==> config.mk <==
export PLATFORM = sky130hd
export DESIGN_NAME = wb_excp_commit
export DESIGN_NICKNAME = d
export VERILOG_FILES = /design/src/rtl/excp_pkg.sv /design/src/rtl/wb_excp_commit.sv
export SDC_FILE = /design/constraint.sdc
export NUM_CORES = 1
export LEC_CHECK = 0
export ABC_AREA = 1
export CORE_AREA = 2 2 137 139
export DETAILED_ROUTE_END_ITERATION = 6
export DIE_AREA = 0 0 139 141
export PLACE_DENSITY = 0.67
export SYNTH_ARGS = -nofsm -noshare
export SYNTH_HDL_FRONTEND = slang
export SYNTH_SLANG_ARGS = --single-unit
export TNS_END_PERCENT = 100
==> constraint.sdc <==
create_clock -name clk -period 4.2 [get_ports clk]
set_input_delay 0.84 -clock clk [delete_from_list [all_inputs] [get_ports clk]]
set_output_delay 0.84 -clock clk [all_outputs]
set_load 0.02 [all_outputs]
==> src/rtl/excp_pkg.sv <==
// Shared definitions for the writeback exception/ERTN commit sequencer:
// Ecode constants, sequencer state encoding and event classification.
package excp_pkg;

  localparam logic [5:0] ECODE_INT  = 6'h00;
  localparam logic [5:0] ECODE_ADEF = 6'h08;
  localparam logic [5:0] ECODE_ALE  = 6'h09;
  localparam logic [5:0] ECODE_SYS  = 6'h0B;
  localparam logic [5:0] ECODE_BRK  = 6'h0C;
  localparam logic [5:0] ECODE_INE  = 6'h0D;

  typedef enum logic [1:0] {
    ST_IDLE  = 2'd0,
    ST_SAVE  = 2'd1,
    ST_REDIR = 2'd2
  } state_e;

  typedef enum logic [1:0] {
    EV_NONE = 2'd0,
    EV_INT  = 2'd1,
    EV_EXC  = 2'd2,
    EV_ERTN = 2'd3
  } ev_kind_e;

  // Interrupts win over synchronous exceptions, which win over ERTN.
  function automatic ev_kind_e classify(input logic int_pend, input logic excp, input logic ertn);
    ev_kind_e k;
    if (int_pend)  k = EV_INT;
    else if (excp) k = EV_EXC;
    else if (ertn) k = EV_ERTN;
    else           k = EV_NONE;
    return k;
  endfunction

endpackage

==> src/rtl/wb_excp_commit.sv <==
// Writeback-stage exception/interrupt/ERTN commit sequencer: latches the
// event, strobes the CSR save/restore for one cycle, then redirects IF.
module wb_excp_commit
  import excp_pkg::*;
#(
  parameter int PC_W    = 32,
  parameter int ECODE_W = 6,
  parameter int ESUB_W  = 9
) (
  input  logic               clk,
  input  logic               reset,
  input  logic               wb_valid_i,
  input  logic               wb_excp_i,
  input  logic               wb_ertn_i,
  input  logic [ECODE_W-1:0] wb_ecode_i,
  input  logic [ESUB_W-1:0]  wb_esubcode_i,
  input  logic [PC_W-1:0]    wb_pc_i,
  input  logic               wb_badv_vld_i,
  input  logic [PC_W-1:0]    wb_badv_i,
  input  logic               int_pending_i,
  input  logic [PC_W-1:0]    csr_eentry_i,
  input  logic [PC_W-1:0]    csr_era_i,
  input  logic               if_redirect_ready_i,
  output logic               wb_ready_o,
  output logic               wb_rf_kill_o,
  output logic               csr_excp_we_o,
  output logic               csr_ertn_we_o,
  output logic [ECODE_W-1:0] csr_ecode_o,
  output logic [ESUB_W-1:0]  csr_esubcode_o,
  output logic [PC_W-1:0]    csr_era_wdata_o,
  output logic               csr_badv_we_o,
  output logic [PC_W-1:0]    csr_badv_wdata_o,
  output logic               redirect_valid_o,
  output logic [PC_W-1:0]    redirect_pc_o,
  output logic               excp_commit_o
);

  state_e             state_q, state_d;
  ev_kind_e           kind_q, kind_d;
  logic [ECODE_W-1:0] ecode_q, ecode_d;
  logic [ESUB_W-1:0]  esub_q, esub_d;
  logic [PC_W-1:0]    era_q, era_d;
  logic [PC_W-1:0]    badv_q, badv_d;
  logic               badv_vld_q, badv_vld_d;
  logic [PC_W-1:0]    rpc_q, rpc_d;

  ev_kind_e           ev_s;
  logic               trig_s;

  assign ev_s   = classify(int_pending_i, wb_excp_i, wb_ertn_i);
  assign trig_s = wb_valid_i & (ev_s != EV_NONE);

  always_ff @(posedge clk) begin
    if (reset) begin
      state_q    <= ST_IDLE;
      kind_q     <= EV_NONE;
      ecode_q    <= '0;
      esub_q     <= '0;
      era_q      <= '0;
      badv_q     <= '0;
      badv_vld_q <= 1'b0;
      rpc_q      <= '0;
    end else begin
      state_q    <= state_d;
      kind_q     <= kind_d;
      ecode_q    <= ecode_d;
      esub_q     <= esub_d;
      era_q      <= era_d;
      badv_q     <= badv_d;
      badv_vld_q <= badv_vld_d;
      rpc_q      <= rpc_d;
    end
  end

  always_comb begin
    state_d          = state_q;
    kind_d           = kind_q;
    ecode_d          = ecode_q;
    esub_d           = esub_q;
    era_d            = era_q;
    badv_d           = badv_q;
    badv_vld_d       = badv_vld_q;
    rpc_d            = rpc_q;
    wb_ready_o       = 1'b0;
    wb_rf_kill_o     = 1'b0;
    csr_excp_we_o    = 1'b0;
    csr_ertn_we_o    = 1'b0;
    csr_badv_we_o    = 1'b0;
    redirect_valid_o = 1'b0;
    excp_commit_o    = 1'b0;

    case (state_q)
      ST_IDLE: begin
        wb_ready_o   = ~trig_s;
        wb_rf_kill_o = wb_valid_i & (int_pending_i | wb_excp_i);
        if (trig_s) begin
          kind_d  = ev_s;
          state_d = ST_SAVE;
          case (ev_s)
            EV_INT: begin
              ecode_d    = ECODE_W'(ECODE_INT);
              esub_d     = '0;
              era_d      = wb_pc_i;
              badv_vld_d = 1'b0;
            end
            EV_EXC: begin
              ecode_d    = wb_ecode_i;
              esub_d     = wb_esubcode_i;
              era_d      = wb_pc_i;
              badv_vld_d = wb_badv_vld_i;
              badv_d     = wb_badv_vld_i ? wb_badv_i : badv_q;
            end
            // ERTN leaves ESTAT/ERA/BADV holding values untouched.
            default: badv_vld_d = 1'b0;
          endcase
        end
      end
      ST_SAVE: begin
        csr_excp_we_o = (kind_q != EV_ERTN);
        csr_ertn_we_o = (kind_q == EV_ERTN);
        csr_badv_we_o = (kind_q == EV_EXC) & badv_vld_q;
        rpc_d         = (kind_q == EV_ERTN) ? csr_era_i : csr_eentry_i;
        state_d       = ST_REDIR;
      end
      ST_REDIR: begin
        redirect_valid_o = 1'b1;
        excp_commit_o    = if_redirect_ready_i;
        if (if_redirect_ready_i) state_d = ST_IDLE;
      end
      default: state_d = ST_IDLE;
    endcase
  end

  assign csr_ecode_o      = ecode_q;
  assign csr_esubcode_o   = esub_q;
  assign csr_era_wdata_o  = era_q;
  assign csr_badv_wdata_o = badv_q;
  assign redirect_pc_o    = rpc_q;

endmodule

# == Word-level counts from Yosys, hierarchy flattened ==
# Cells that the tools add are included.
# totals
regBits,116
output_inout_bits,118
wordCells,48
# classes
n_eq_ne,9
mux,17
bitwise,5
reduce_logical,9
# ops
op,count
two-way mux 32 bit,1
one-hot mux 9 bit (2 select lines),1
one-hot mux 6 bit (2 select lines),1
two-way mux 2 bit,5
"== test 2 bit, second input constant",4
two-way mux 1 bit,8
"!= test 2 bit, second input constant",3
one-hot mux 2 bit (3 select lines),1
AND reduction 3 bit,2
"== test 2 x 1 -> 1 bit, second input constant",2
AND reduction 2 bit,2
AND reduction 4 bit,1
nonzero test 2 bit,2
AND 1 bit,3
zero test 2 bit,1
OR reduction 2 bit,1
NOT 1 bit,1
OR 1 bit,1

# == Longest topological paths before layout ==
# Gate-level depths: netlist (run 1).
# logic_depth
word_depth,7
depth_mapped,11
mapped_depth_nobuf,9

# == Worst setup path after synthesis (run 1) ==
# Ideal clock, no wire load.
# synth_path
path_kind,in2out
start,input port wb_excp_i
end,output port wb_ready_o
arrival_time_ns,1.796
setup_slack_ns,1.564
stages,7
n_path_buf,1
cell_sequence,inv_1 > a21oi_1 > inv_1 > ha_1 > nor2_4 > buf_2 > nor2_1
# synth_via
elab_chain_cells,6
# synth_rtl
element,line_no,source
start: declaration,wb_excp_commit.sv:13,"input logic wb_excp_i,"
two-way mux 2 bit,excp_pkg.sv:29,else if (excp) k = EV_EXC;
two-way mux 2 bit,excp_pkg.sv:28,if (int_pend) k = EV_INT;
net ev_s[1],wb_excp_commit.sv:47,ev_kind_e ev_s;
nonzero test 2 bit,wb_excp_commit.sv:51,assign trig_s = wb_valid_i & (ev_s != EV_NONE);
AND 1 bit,wb_excp_commit.sv:51,
NOT 1 bit,wb_excp_commit.sv:94,wb_ready_o = ~trig_s;
two-way mux 1 bit,wb_excp_commit.sv:92,case (state_q)
end: declaration,wb_excp_commit.sv:24,"output logic wb_ready_o,"
# The timed path passes the listed nets, and every way through them passes these cells.

# == Final worst setup path (run 1) ==
# Same ends and word-level chain as after synthesis.

==> qor.txt, run 1 <==
via count = 5936
HP Start = redirect_pc_o[16]
drt pass-1 iters = 4
TNS Setup = 0 ps
total gr overflow = 0
top-count cell post-synth = nand2_1
Synth cell types = 19
ANT cells = 0
CTS Root Cell = clkbuf_16
dpl ws = 629 ps
#FFs+latches synth = 116
Final WS setup = 646 ps
Synth Instances = 822
TritonCTS clock tree = yes
total wire length = 18.0 mm
Seq/Total Area, Yosys = 0.432
pwr/cell area = 367 mW/mm^2
core area = 0.0183 sq mm
final hold violations = 0
number of buffers created by CTS = 17
syn_nets = 975
input/output buffers = 268
Crit. Startpoint = wb_excp_i
fin crit share = 0.846
hold-fix buffers at CTS = 0
Synth area leaders = dfxtp_1 (43%), nand2_1 (16%), nor2_1 (11%)
initial antenna violation count = 0
EDFF count, synth = 0
Mapped Avg Cell Area = 6.53 sq um
latest clock arrival within the worst-skew pair = 410 ps
Routed Antenna Nets = 0
area of the multi-input gates = 0.00245 sq mm
CP endpoint = wb_ready_o
min Tclk post-route = 3550 ps
CTS H-tree lvls = 4
Max-Cap Viols = 0
placed instance count = 1276
Die Width = 139 microns
Final Total Pwr = 3.20 mW
Wirelength per Cell = 13.8 microns
maximum vdd drop = 0.269 mV
first-pass GRT wire length = 28.5 mm
Fillers = 1901
worst flop-to-flop path startpoint = state_q[0]
DRT iter0 DRCs = 272
DRC = 0
clk_skew = 10.8 ps
row cnt = 50
worst hold path class = reg -> reg
post-cts sizing count = 0
post-route insts no fill = 1308
Arrival @ worst endpoint = 2710 ps
Reg clk slew, reported paths = 50 ps
Yosys top cell area share = 0.432
RSZ-0062 raised after global routing = no
GPL Wtd Cong = 0.764
Least-Margin Pin Slew = 957 ps
max_slew headroom = 0.361
Longest Clk Path Bufs = 2
ys async rst share = 0
# IOs = 269
final setup fails = 0
post-CTS setup buffers = 0
r2r endpoint = kind_q[0]
Layout Nets = 1214
WP data required = 3360 ps
Lkg Pwr = 3.72 nW
die area = 0.0196 sq mm
synth warn = 0
layout cells sized above 1 = 0.0493
register area = 0.00232 sq mm
Post-Syn Area = 0.00537 sq mm
Fmax = 281 MHz
# clock sinks = 116
worst reg-to-reg path cell count = 5
Critical Path Sink Type = output pin
R2R Setup Slk = 2270 ps
worst-path maximum fanout = 3
gr usage total = 0.179
hold_ws = 462 ps
Syn-to-layout area delta = 62.4%
die height = 141 microns
post-DP HPWL = 12.1 mm
Synth Flop Type = dfxtp_1
vias per cell = 4.54
vias in the first global route = 5559
post-synth top area cell = dfxtp_1
placed inst area = 0.00818 sq mm
design area = 0.00872 sq mm
Util after Layout = 0.478
CP Class = in -> out
most frequent cells after synthesis = nand2_1 (236), nor2_1 (164), dfxtp_1 (116)
Worst setup SP type = primary input
outcome = finished clean
Slew Limit Fails = 0
largest net degree at the start of global routing = 80
Starting Density = 0.294
## flip-flops by register name, summed over array words and instances, names as in the netlist
name / flops
csr_ecode_o: 6
state_q: 2
redirect_pc_o: 32
csr_era_wdata_o: 32
kind_q: 2
badv_vld_q: 1
csr_badv_wdata_o: 32
csr_esubcode_o: 9
## kinds of logic after synthesis
group / Yosys count / share of synthesized area
simple gates: 520 / 0.414
buf+inv: 144 / 0.111
flops: 116 / 0.432
compound gates: 40 / 0.0377
fa+ha+maj: 2 / 0.00466
## worst min path at each step
stage / to / cells after the start / slack, ps
after floorplan: badv_vld_q / 2 / 450
after global placement: redirect_pc_o[30] / 2 / 450
after detailed placement: redirect_pc_o[15] / 2 / 460
after CTS: redirect_pc_o[15] / 2 / 460
after global routing: redirect_pc_o[15] / 2 / 480
final: redirect_pc_o[16] / 2 / 460
## critical path, stage by stage
cell and delay [ps]:
clkdlybuf4s50_1 490, inv_1 50, a21oi_1 280, inv_1 80, ha_1 220, nor2_4 110, nor2_1 60, clkdlybuf4s50_1 580
## area by class of cell
cell class,instances,share of cell area
repair buffers,282,0.321
multi-input cells,562,0.281
flip-flops and latches,116,0.266
clock buffers,22,0.0532
inverters,82,0.0353
well taps,234,0.0336
clock inverters,10,0.00947
## cells in the final DEF (no fill, tap or decap), drive strengths merged
cell type,count
a21oi,38
buf,14
bufinv,1
clkbuf,22
clkdlybuf4s50,268
clkinv,6
clkinvlp,3
dfxtp,116
ha,2
inv,82
nand2,237
nand3,35
nand4,77
nor2,169
nor3,2
o21ai,1
o21bai,1
## power by group
group          leakage [nW]  switching (mW)  internal (mW)  total (mW)
Clock                 0.265           0.503          0.837        1.34
Combinational          2.51           0.348          0.317       0.666
Sequential            0.945          0.0334           1.17        1.20
## layer usage
metal,wire [microns],vias to the layer above,track usage,share of wire
met3,1160,20,0.0547,0.064
met5,0,-,0,0
met4,345,0,0.0622,0.019
li1,-,3055,-,-
met2,8570,183,0.297,0.48
met1,7920,2678,0.222,0.44
(Power assumes the default switching activity.)
==> inputs of run 2 (changes only) <==
Clock period 4.2 ns to 3.4 ns, I/O delays scaled along.
==> run 2 against run 1 <==
  * Routed wire length decreased by 1.7%
  * Non-clock buffer count rose by 1
  * Combinational power rose by 25%
  * Critical endpoint unchanged
  * Largest power group unchanged
==> qor.txt, run 2 (synthesis gave the netlist of run 1 again) <==
commonest non-fill, non-tap cell in the layout = clkdlybuf4s50_1
Die Width = 139 microns
number of buffers created by CTS = 17
CP Class = in -> out
input/output buffers = 268
Fillers = 1850
Longest Clk Path Bufs = 2
post-DP HPWL = 12.0 mm
Fmax = 314 MHz
total wire length = 17.7 mm
die area = 0.0196 sq mm
Psw = 1.08 mW
initial antenna violation count = 0
row cnt = 50
met3 routed WL = 1.06 mm
post-CTS setup buffers = 0
Final WS setup = 211 ps
Routed Antenna Nets = 0
worst path cell trace = clkdlybuf4s50_1 > inv_1 > o21bai_1 > inv_1 > ha_1 > nor2_4 > nor2_1 > clkdlybuf4s50_1
Final Total Pwr = 4.15 mW
Least-Margin Pin Slew = 841 ps
Layout Nets = 1215
stages on the worst setup path = 8
worst-path maximum fanout = 2
met2 WL = 8.06 mm
min Tclk post-route = 3190 ps
Gate power share = 0.200
CTS Root Cell = clkbuf_16
hold path cells = 2
placed instance count = 1277
TNS Setup = 0 ps
largest net degree at the start of global routing = 80
DRT iter0 DRCs = 238
outcome = finished clean
Critical Path Sink Type = output pin
latest clock arrival within the worst-skew pair = 410 ps
worst hold path class = reg -> reg
CTS H-tree lvls = 4
pwr/cell area = 470 mW/mm^2
placed inst area = 0.00822 sq mm
Net Sw Frac = 0.261
Syn-to-layout area delta = 64.5%
Wirelength per Cell = 13.5 microns
design area = 0.00883 sq mm
total gr overflow = 0
Slew Limit Fails = 0
Bufs and invs on worst path = 4
# IOs = 269
die height = 141 microns
fin crit share = 0.938
Routed met1 length = 8.04 mm
post-cts sizing count = 0
final setup fails = 0
hold-fix buffers at CTS = 0
Slowest-stage cell, CP = clkdlybuf4s50_1
worst reg-to-reg path cell count = 6
Max-Cap Viols = 0
TritonCTS clock tree = yes
final hold violations = 0
Starting Density = 0.294
vias in the first global route = 5433
Lkg Pwr = 3.77 nW
core area = 0.0183 sq mm
Worst setup SP type = primary input
Reg clk slew, reported paths = 50 ps
ANT cells = 0
post-route insts no fill = 1309
maximum vdd drop = 0.322 mV
GPL Wtd Cong = 0.755
clk_skew = 4.80 ps
Crit path max-delay family = buffers and inverters
layout cells sized above 1 = 0.0512
slowest stage delay, CP = 570 ps
first-pass GRT wire length = 28.2 mm
cell-internal power = 3.07 mW
via count = 5931
drt pass-1 iters = 4
Seq pwr share = 0.358
Clock power frac = 0.442
Arrival @ worst endpoint = 2510 ps
WP data required = 2720 ps
DRC = 0
max_slew headroom = 0.439
gr usage total = 0.178
RSZ-0062 raised after global routing = no
# clock sinks = 116
dpl ws = 172 ps
vias per cell = 4.53
most frequent cells in the layout = clkdlybuf4s50_1 (268), nand2_1 (236), nor2_1 (164)
Top Layer Used = met4
==> run 2: cell count changes in the layout (fill, tap and decap cells not counted), sizes merged <==
| cell | previous run | this run |
|---|---|---|
| clkbuf | 22 | 23 |
| buf | 14 | 15 |
| clkinvlp | 3 | 2 |
| bufinv | 1 | 3 |
| clkinv | 6 | 4 |
==> run 2: routing by layer <==
metal	vias to the layer above	global-route usage
li1	3056	-
met3	35	0.0489
met2	189	0.275
met5	-	0
met1	2651	0.234
met4	0	0.0750
==> run 2: final cells by class <==
type / instances / area [sq um] / area share
tap: 234 / 293 / 0.0331
clock inverter: 9 / 125 / 0.0142
sequential: 116 / 2320 / 0.263
clock buffer: 23 / 488 / 0.0552
multi-input combinational: 562 / 2450 / 0.278
timing repair buffer: 283 / 2850 / 0.322
inverter: 82 / 308 / 0.0348
==> run 2: per-stage QoR <==
step / hold WS (ps) / util
after floorplan: 445 / -
after global placement: 451 / 0.450
after detailed placement: 455 / 0.450
after CTS: 463 / 0.484
after global routing: 477 / 0.484
final: 460 / 0.484
==> run 2: worst paths after layout <==
check	slack (ps)	start	end
max	210	wb_ertn_i	wb_ready_o
min	460	redirect_pc_o[3]	redirect_pc_o[3]
min reg2reg	460	redirect_pc_o[3]	redirect_pc_o[3]
max reg2reg	1560	state_q[0]	badv_vld_q
==> run 2: worst register-to-register path: cells and delay by family (launching register included) <==
family / cells / cell delay, ps
simple gates: 3 / 840
flops: 1 / 370
buf+inv: 2 / 430
compound gates: 1 / 120
==> run 2: power groups by stage <==
stage                     logic (mW)  clock network, mW  registers (mW)
after floorplan                0.319                  0            1.60
after global placement         0.834                  0            1.51
after detailed placement       0.836                  0            1.51
after CTS                      0.839               1.88            1.49
after global routing           0.908               1.96            1.50
final                          0.831               1.83            1.49
==> inputs of run 3 (changes only) <==
Settings changed: CORE_AREA 2 2 137 139 to 2 2 117 164, DIE_AREA 0 0 139 141 to 0 0 119 166.
==> run 3 against run 2 <==
  * Critical path depth stayed put
  * Setup slack better by 57 ps
  * Clock skew is 3.2 ps higher
  * Hold slack better by 2.6 ps
  * First-iteration DRC count is 16% higher
  * Via count is 1.1% lower
  * Critical path type unchanged
  * Critical endpoint unchanged
  * Largest power group unchanged
  * Highest routed layer unchanged
==> qor.txt, run 3 (synthesis gave the netlist of run 1 again) <==
gr usage total = 0.177
Crit. Startpoint = wb_excp_i
outcome = finished clean
largest net degree at the start of global routing = 80
hold-fix buffers at CTS = 0
clk_skew = 7.95 ps
Routed Antenna Nets = 0
Arrival @ worst endpoint = 2450 ps
initial antenna violation count = 0
Longest Clk Path Bufs = 2
total wire length = 17.7 mm
HP Start = redirect_pc_o[17]
# clock sinks = 116
worst-path maximum fanout = 3
drt pass-1 iters = 5
Wirelength per Cell = 13.4 microns
Fmax = 319 MHz
GPL Wtd Cong = 0.828
worst path cell trace = clkdlybuf4s50_1 > inv_1 > a21oi_1 > inv_1 > ha_1 > nor2_4 > nor2_1 > clkdlybuf4s50_1
cell-internal power = 2.93 mW
final hold violations = 0
worst hold path class = reg -> reg
commonest non-fill, non-tap cell in the layout = clkdlybuf4s50_1
maximum vdd drop = 0.313 mV
Max-Cap Viols = 0
Die Width = 119 microns
die area = 0.0198 sq mm
first-pass GRT wire length = 28.3 mm
Layout Nets = 1215
via count = 5866
post-CTS setup buffers = 0
Critical Path Sink Type = output pin
worst flop-to-flop path startpoint = state_q[1]
latest clock arrival within the worst-skew pair = 400 ps
row cnt = 59
input/output buffers = 268
Psw = 1.12 mW
vias in the first global route = 5491
DRT iter0 DRCs = 277
number of buffers created by CTS = 17
min Tclk post-route = 3130 ps
Reg clk slew, reported paths = 50 ps
CTS Root Cell = clkbuf_16
CTS H-tree lvls = 4
final setup fails = 0
RSZ-0062 raised after global routing = no
die height = 166 microns
Clock power frac = 0.431
most frequent cells in the layout = clkdlybuf4s50_1 (268), nand2_1 (236), nor2_1 (164)
TritonCTS clock tree = yes
post-DP HPWL = 12.1 mm
CP Class = in -> out
core area = 0.0184 sq mm
slowest stage delay, CP = 540 ps
Worst setup SP type = primary input
ANT cells = 0
Slowest-stage cell, CP = clkdlybuf4s50_1
Lkg Pwr = 3.73 nW
total gr overflow = 0
vias per cell = 4.45
Least-Margin Pin Slew = 832 ps
Seq pwr share = 0.365
fin crit share = 0.921
Slew Limit Fails = 0
WP data required = 2720 ps
Gate power share = 0.204
pwr/cell area = 461 mW/mm^2
post-cts sizing count = 0
DRC = 0
Final Total Pwr = 4.05 mW
# IOs = 269
Starting Density = 0.292
TNS Setup = 0 ps
layout cells sized above 1 = 0.0513
Syn-to-layout area delta = 63.8%
max_slew headroom = 0.445
Net Sw Frac = 0.277
-- run 3: cell count changes in the layout (fill, tap and decap cells not counted), sizes merged --
cell and change:
bufinv -1, inv +1, clkinvlp +3, clkbuf -5
-- run 3: worst paths after layout --
kind	cells past startpoint	slack, ps	endpoint
worst max-delay path	8	270	wb_ready_o
worst min register to register	2	460	redirect_pc_o[17]
worst min-delay path	2	460	redirect_pc_o[17]
worst max register to register	7	1650	csr_badv_wdata_o[13]
-- run 3: final cells by class --
cell class / instances / area [sq um]
inverter: 82 / 308
multi-input combinational: 562 / 2450
clock buffer: 18 / 439
sequential: 116 / 2320
tap: 244 / 305
clock inverter: 12 / 134
timing repair buffer: 283 / 2830
fill: 1881 / 9590
-- run 3: through the flow --
stage	instance area, sq um	hold slack, ps	std cells	util	setup slack [ps]
after floorplan	5370	445	822	-	1080
after global placement	8220	451	1287	0.447	265
after detailed placement	8220	455	1287	0.447	216
after CTS	8790	463	1317	0.478	270
after global routing	8790	476	1317	0.478	184
final	8790	462	1317	0.478	268
-- run 3: critical path: cells and delay by family --
| family | cells | cell delay [ps] |
|---|---|---|
| AO/OA/AOI/OAI | 1 | 230 |
| adder cells (fa/ha/maj) | 1 | 230 |
| buffers and inverters | 4 | 1150 |
| AND/OR/NAND/NOR | 2 | 170 |
-- run 3: power groups by stage --
stage               Combinational, mW  Clock (mW)  Sequential [mW]
floorplan                       0.319           0             1.60
global placement                0.829           0             1.51
detailed placement              0.830           0             1.51
CTS                             0.833        1.79             1.48
global route                    0.901        1.86             1.49
finish                          0.825        1.75             1.48
-- run 3: layer usage --
layer | GRT usage | share of wire | vias up
li1 | - | - | 3051
met1 | 0.203 | 0.41 | 2574
met3 | 0.0419 | 0.055 | 25
met2 | 0.314 | 0.51 | 216
met5 | 0 | 0 | -
met4 | 0.0683 | 0.025 | 0
